$ cat src/rtl/irq_controller.sv
// Interrupt controller: N_SRC edge-triggered sources, each IDLE, PENDING or ACTIVE,
// with a small register bus for enable, status, claim and complete.
//
// Ports:
//   clk, reset_ni            - clock and synchronous active-low reset
//   sel_i, wr_en_i           - bus select (one access per selected cycle), write/read
//   address_in_i[11:0]       - register byte address
//   data_in_i[31:0]          - write data
//   data_out_o[31:0], ack_o  - registered read data and acknowledge
//   src_irq_i[N_SRC-1:0]     - per-source request levels (source 0 is the timer)
//   src_eoi_o[N_SRC-1:0]     - per-source end-of-interrupt, low while ACTIVE
//   cpu_irq_o                - registered request to the CPU
//
// Register map: 0x000 ENABLE (RW), 0x004 PENDING (RO), 0x008 ACTIVE (RO),
//               0x00C CLAIM (RO, read claims), 0x010 COMPLETE (WO, id in [4:0]).
module irq_controller #(
    parameter int unsigned N_SRC = 8
) (
    input  logic             clk,
    input  logic             reset_ni,
    input  logic             sel_i,
    input  logic             wr_en_i,
    input  logic [11:0]      address_in_i,
    input  logic [31:0]      data_in_i,
    output logic [31:0]      data_out_o,
    output logic             ack_o,
    input  logic [N_SRC-1:0] src_irq_i,
    output logic [N_SRC-1:0] src_eoi_o,
    output logic             cpu_irq_o
);

    localparam logic [11:0] AddrEnable   = 12'h000;
    localparam logic [11:0] AddrPending  = 12'h004;
    localparam logic [11:0] AddrActive   = 12'h008;
    localparam logic [11:0] AddrClaim    = 12'h00C;
    localparam logic [11:0] AddrComplete = 12'h010;

    logic [N_SRC-1:0] enable_q, enable_d;
    logic [N_SRC-1:0] pending_q, pending_d;
    logic [N_SRC-1:0] active_q, active_d;
    logic [N_SRC-1:0] irq_prev_q, irq_prev_d;
    logic [31:0]      data_out_q, data_out_d;
    logic             ack_q, ack_d;
    logic             cpu_irq_q, cpu_irq_d;

    logic             rd_acc, wr_acc;
    logic [N_SRC-1:0] rise;
    logic [N_SRC-1:0] idle;
    logic [N_SRC-1:0] claim_cand;
    logic [N_SRC-1:0] claim_sel;
    logic [N_SRC-1:0] claim_mask;
    logic [N_SRC-1:0] cmpl_mask;
    logic [4:0]       claim_id;
    logic             claim_found;
    logic             claim_hit;
    logic             cmpl_hit;

    // Only the low N_SRC bits and the id field of the write data are meaningful.
    logic unused_data;
    assign unused_data = ^data_in_i;

    // Zero-extend a source vector to bus width (works for N_SRC == 32 too).
    function automatic logic [31:0] zext(input logic [N_SRC-1:0] v);
        logic [31:0] r;
        r = '0;
        r[N_SRC-1:0] = v;
        return r;
    endfunction

    always_comb begin
        rd_acc     = sel_i & ~wr_en_i;
        wr_acc     = sel_i & wr_en_i;
        rise       = src_irq_i & ~irq_prev_q;
        idle       = ~(pending_q | active_q);
        claim_cand = pending_q & enable_q;

        // Priority pick: scanning downward leaves the lowest qualifying index.
        claim_found = 1'b0;
        claim_id    = '0;
        claim_sel   = '0;
        for (int i = int'(N_SRC) - 1; i >= 0; i--) begin
            if (claim_cand[i]) begin
                claim_found  = 1'b1;
                claim_id     = 5'(i);
                claim_sel    = '0;
                claim_sel[i] = 1'b1;
            end
        end

        claim_hit  = rd_acc && (address_in_i == AddrClaim) && claim_found;
        claim_mask = claim_hit ? claim_sel : '0;

        // Ids >= N_SRC match no bit and so fall away here.
        cmpl_hit  = wr_acc && (address_in_i == AddrComplete);
        cmpl_mask = '0;
        for (int unsigned i = 0; i < N_SRC; i++) begin
            if (cmpl_hit && (data_in_i[4:0] == 5'(i))) begin
                cmpl_mask[i] = 1'b1;
            end
        end
        cmpl_mask = cmpl_mask & active_q;

        // Edges only pend idle sources: edges while PENDING/ACTIVE (including one
        // coinciding with a COMPLETE) are dropped, and a same-cycle edge cannot be
        // claimed because the claim looks at the registered pending state.
        pending_d  = (pending_q & ~claim_mask) | (rise & idle);
        active_d   = (active_q & ~cmpl_mask) | claim_mask;
        enable_d   = (wr_acc && (address_in_i == AddrEnable)) ? data_in_i[N_SRC-1:0]
                                                              : enable_q;
        irq_prev_d = src_irq_i;
        cpu_irq_d  = |(pending_q & enable_q);
        ack_d      = sel_i;

        data_out_d = '0;
        if (rd_acc) begin
            unique case (address_in_i)
                AddrEnable:  data_out_d = zext(enable_q);
                AddrPending: data_out_d = zext(pending_q);
                AddrActive:  data_out_d = zext(active_q);
                AddrClaim:   data_out_d = claim_found ? {1'b1, 26'd0, claim_id} : '0;
                default:     data_out_d = '0;
            endcase
        end
    end

    always_ff @(posedge clk) begin
        if (!reset_ni) begin
            enable_q   <= '0;
            pending_q  <= '0;
            active_q   <= '0;
            irq_prev_q <= '0;
            data_out_q <= '0;
            ack_q      <= 1'b0;
            cpu_irq_q  <= 1'b0;
        end else begin
            enable_q   <= enable_d;
            pending_q  <= pending_d;
            active_q   <= active_d;
            irq_prev_q <= irq_prev_d;
            data_out_q <= data_out_d;
            ack_q      <= ack_d;
            cpu_irq_q  <= cpu_irq_d;
        end
    end

    assign data_out_o = data_out_q;
    assign ack_o      = ack_q;
    assign cpu_irq_o  = cpu_irq_q;
    assign src_eoi_o  = ~active_q;

endmodule

$ cat config.mk
export PLATFORM = sky130hd
export DESIGN_NAME = irq_controller
export DESIGN_NICKNAME = d
export VERILOG_FILES = /design/src/rtl/irq_controller.sv
export SDC_FILE = /design/constraint.sdc
export NUM_CORES = 1
export LEC_CHECK = 0
export BUFFER_PORTS_ARGS = -buffer_cell sky130_fd_sc_hd__buf_2
export CAP_MARGIN = 20
export CORE_MARGIN = 2
export CORE_UTILIZATION = 50
export DETAILED_ROUTE_END_ITERATION = 7
export PLACE_DENSITY_LB_ADDON = 0.12
export SYNTH_ARGS = -nofsm -noshare
export SYNTH_HDL_FRONTEND = slang
export SYNTH_SLANG_ARGS = --single-unit
$ cat constraint.sdc
create_clock -name clk -period 4.6 [get_ports clk]
set_input_delay 0.69 -clock clk [delete_from_list [all_inputs] [get_ports clk]]
set_output_delay 0.69 -clock clk [all_outputs]
set_load 0.005 [all_outputs]
==> tab_implementation.tex <==
\begin{tabular}{lr}
\hline
Metric & Value \\
\hline
\multicolumn{2}{l}{\textbf{Status}} \\
Status & complete, no violations \\
\multicolumn{2}{l}{\textbf{Placement}} \\
Post-Place Cell Area & 2290 µm² \\
Count of buffers from port buffering & 50 \\
Placer's final routability congestion estimate & 0.836 \\
DP HPWL & 3.40 mm \\
\multicolumn{2}{l}{\textbf{Timing}} \\
Final hold violation count & 0 \\
Unrepaired setup endpoints after global routing & no \\
Period utilisation layout & 56.6\% \\
Measured slew at the worst slew-check pin & 0.708 ns \\
Highest clock rate & 0.384 GHz \\
Final count of negative-setup-slack endpoints & 0 \\
Clock skew after layout & 0.00598 ns \\
Crit path time final & 2.60 ns \\
Setup TNS & 0 ns \\
Relative slew slack & 52.8\% \\
Smallest hold slack & 0.482 ns \\
Pins over their slew limit & 0 \\
\multicolumn{2}{l}{\textbf{Synthesis}} \\
Dominant combinational cell family by area after synthesis & simple AND/OR/NAND/NOR gates \\
Share of synthesized flip-flops with an asynchronous set or reset & 0\% \\
Count of cell types in the netlist & 44 \\
Warnings, synthesis & 0 \\
Synth top area cells & sky130\_fd\_sc\_hd\_\_dfxtp\_1, sky130\_fd\_sc\_hd\_\_buf\_4, sky130\_fd\_sc\_hd\_\_nand2\_1, sky130\_fd\_sc\_hd\_\_mux2i\_1, sky130\_fd\_sc\_hd\_\_a21oi\_1 \\
Synth Area per Inst & 8.84 µm² \\
Number of flip-flops and latches in the synthesized netlist & 43 \\
Simple-gate portion of the synthesized area & 25.5\% \\
Fraction of the mapped netlist area in adder cells & 0\% \\
Cell area after technology mapping & 2130 µm² \\
Synth top cells by count & sky130\_fd\_sc\_hd\_\_dfxtp\_1, sky130\_fd\_sc\_hd\_\_buf\_4, sky130\_fd\_sc\_hd\_\_nand2\_1, sky130\_fd\_sc\_hd\_\_nor2\_1, sky130\_fd\_sc\_hd\_\_a21oi\_1 \\
Area leader, netlist & sky130\_fd\_sc\_hd\_\_dfxtp\_1 \\
Parity-gate share of the synthesized area counting xor and xnor cells & 0\% \\
Count leader, synth & sky130\_fd\_sc\_hd\_\_dfxtp\_1 \\
Post-synth top area share & 40.4\% \\
Number of standard cells after synthesis & 241 \\
Number of enable flip-flop cells after synthesis & 0 \\
Fraction of the yosys area taken by sequential cells & 40.4\% \\
Synthesized-area fraction occupied by ao, oa, aoi and oai cells & 17.3\% \\
Ys flop type & sky130\_fd\_sc\_hd\_\_dfxtp\_1 \\
Multiplexer share of the synthesized area & 3.76\% \\
\multicolumn{2}{l}{\textbf{Drt}} \\
Total DRC errors in the routed layout & 0 \\
Number of vias per cell & 5.29 \\
Number of vias in the routed layout & 1773 \\
Remaining antenna violation count & 0 \\
Detailed-route wire length & 4.52 mm \\
1st-pass router iterations & 4 \\
WL/cell & 13.5 µm \\
Number of violations reported at the end of detailed-routing iteration 0 & 71 \\
\multicolumn{2}{l}{\textbf{Floorplan}} \\
DIE HEIGHT & 69.3 µm \\
Core Area & 4060 µm² \\
Total die area & 4800 µm² \\
Horizontal die dimension & 69.3 µm \\
Number of top-level pins & 98 \\
Initial core utilization & 52.5\% \\
Site row count & 23 \\
\multicolumn{2}{l}{\textbf{Worst hold path}} \\
Worst hold path type & flop to flop \\
Number of instances on the worst hold path & 2 \\
Hold-critical path endpoint & enable\_q[5] \\
HP Start & enable\_q[5] \\
\multicolumn{2}{l}{\textbf{Pwr}} \\
Peak supply drop & 162 µV \\
Static power due to leakage & 1.02 nW \\
Post-layout total power & 0.000659 W \\
Power density relative to cell area & 279 nW/µm² \\
\multicolumn{2}{l}{\textbf{Global route}} \\
Initial antenna violation count & 0 \\
Vias in the first global route & 1554 \\
Wire length of the first global-routing pass & 7.30 mm \\
Maximum number of pins on one net before global-route repair & 43 \\
Global route overflow & 0 \\
GRT Util Overall & 19.3\% \\
\multicolumn{2}{l}{\textbf{Setup path}} \\
Worst path arrival time & 2.76 ns \\
Setup slack on the worst flop-to-flop path & 2.59 ns \\
Critical path start-end classification & primary input to flop \\
Element type at the critical path start & primary input \\
Worst reg2reg path startpoint & enable\_q[0] \\
Crit Path Max Fanout & 16 \\
Register-to-Register Path Depth & 5 \\
Critical path capture point type & flop \\
Required time of the critical path & 4.76 ns \\
Capturing point of the worst reg2reg path & active\_q[5] \\
\multicolumn{2}{l}{\textbf{Cells and area}} \\
Count of inserted antenna diode cells & 0 \\
Filler cell count & 364 \\
Share of post-route cells with drive strength above 1 & 24.2\% \\
Final design area excluding fillers & 2360 µm² \\
Area growth, synth to finish & 10.7\% \\
Nets & 342 \\
\multicolumn{2}{l}{\textbf{Clock tree}} \\
H-Tree Depth & 2 \\
Post-CTS setup buffer count & 0 \\
Clock Root Buffer & sky130\_fd\_sc\_hd\_\_clkbuf\_8 \\
Number of buffers created by CTS & 5 \\
Clock tree sinks & 43 \\
Clock transition at path regs & 0.07 ns \\
Clock Latency Late Sink & 0.29 ns \\
Cts-stage hold buffer count & 0 \\
CTS Buffer Depth & 2 \\
Number of cells upsized or downsized after cts & 0 \\
CTS tree & yes \\
\multicolumn{2}{l}{\textbf{Flow run}} \\
Max Cap Viol & 0 \\
\hline
\end{tabular}
## layout by cell type (no fill, tap or decap), types with 3 or more instances in the layout
cell type / count
sky130_fd_sc_hd__buf_2: 50
sky130_fd_sc_hd__dfxtp_1: 43
sky130_fd_sc_hd__conb_1: 23
sky130_fd_sc_hd__nand2_1: 22
sky130_fd_sc_hd__nor2_1: 17
sky130_fd_sc_hd__a21oi_1: 14
sky130_fd_sc_hd__and2_1: 11
sky130_fd_sc_hd__nand3_1: 11
sky130_fd_sc_hd__inv_1: 9
sky130_fd_sc_hd__o21ai_0: 8
sky130_fd_sc_hd__mux2i_1: 8
sky130_fd_sc_hd__o21ai_2: 8
sky130_fd_sc_hd__nor3b_1: 8
sky130_fd_sc_hd__o211a_1: 6
sky130_fd_sc_hd__a21boi_0: 5
sky130_fd_sc_hd__clkbuf_8: 5
sky130_fd_sc_hd__or3_1: 3
sky130_fd_sc_hd__or4_1: 3
## layout make-up
class,instances,area [µm²],share of cell area [%]
multi-input cells,177,1080,45.7
inverters,9,33.8,1.43
repair buffers,50,250,10.6
clock buffers,6,72.6,3.08
flip-flops and latches,43,861,36.5
well taps,50,62.6,2.65
## worst max path at each step
stage	startpoint	endpoint	slack, ns	depth (start not counted)
final	address_in_i[7]	enable_q[1]	2.00	6
after global routing	address_in_i[7]	enable_q[3]	1.91	6
after CTS	address_in_i[7]	enable_q[1]	1.99	6
after detailed placement	address_in_i[7]	enable_q[1]	1.69	6
after global placement	address_in_i[7]	enable_q[3]	1.71	6
after floorplan	address_in_i[7]	enable_q[5]	2.08	7
## worst max-delay path: stages
cell	delay (ns)
sky130_fd_sc_hd__buf_2	0.10
sky130_fd_sc_hd__or4_4	0.56
sky130_fd_sc_hd__or4_4	0.45
sky130_fd_sc_hd__or3_1	0.67
sky130_fd_sc_hd__nand3_1	0.22
sky130_fd_sc_hd__o21ai_2	0.07
## per-stage QoR
| step | util (%) | instances | setup slack [ns] |
|---|---|---|---|
| after floorplan | - | 263 | 2.08 |
| after global placement | 56.3 | 329 | 1.71 |
| after detailed placement | 56.3 | 329 | 1.69 |
| after CTS | 58.1 | 335 | 1.99 |
| after global routing | 58.1 | 335 | 1.91 |
| final | 58.1 | 335 | 2.00 |
## registers in the layout, indices dropped and copies added, names as in the netlist
signal	cells
data_out_o	9
cpu_irq_o	1
enable_q	8
irq_prev_q	8
ack_o	1
pending_q	8
active_q	8
## logic make-up after synthesis
group / after synthesis
buffers and inverters: 43
other: 1
flip-flops: 43
AO/OA/AOI/OAI: 52
multiplexers: 8
AND/OR/NAND/NOR: 94
## layer usage
layer,GRT usage [%],share of wire [%],up-vias
li1,-,-,882
met1,27.7,46,803
met2,28.2,43,81
met3,5.09,9.2,7
met4,5.88,1.4,0
met5,0,0,-
## where the power goes
part / internal, W / switching (W)
clock network: 0.000101 / 0.000113
logic: 0.0000249 / 0.0000323
registers: 0.000382 / 0.00000638
total: 0.000508 / 0.000151
No activity file was read; power rests on OpenSTA's default activity.
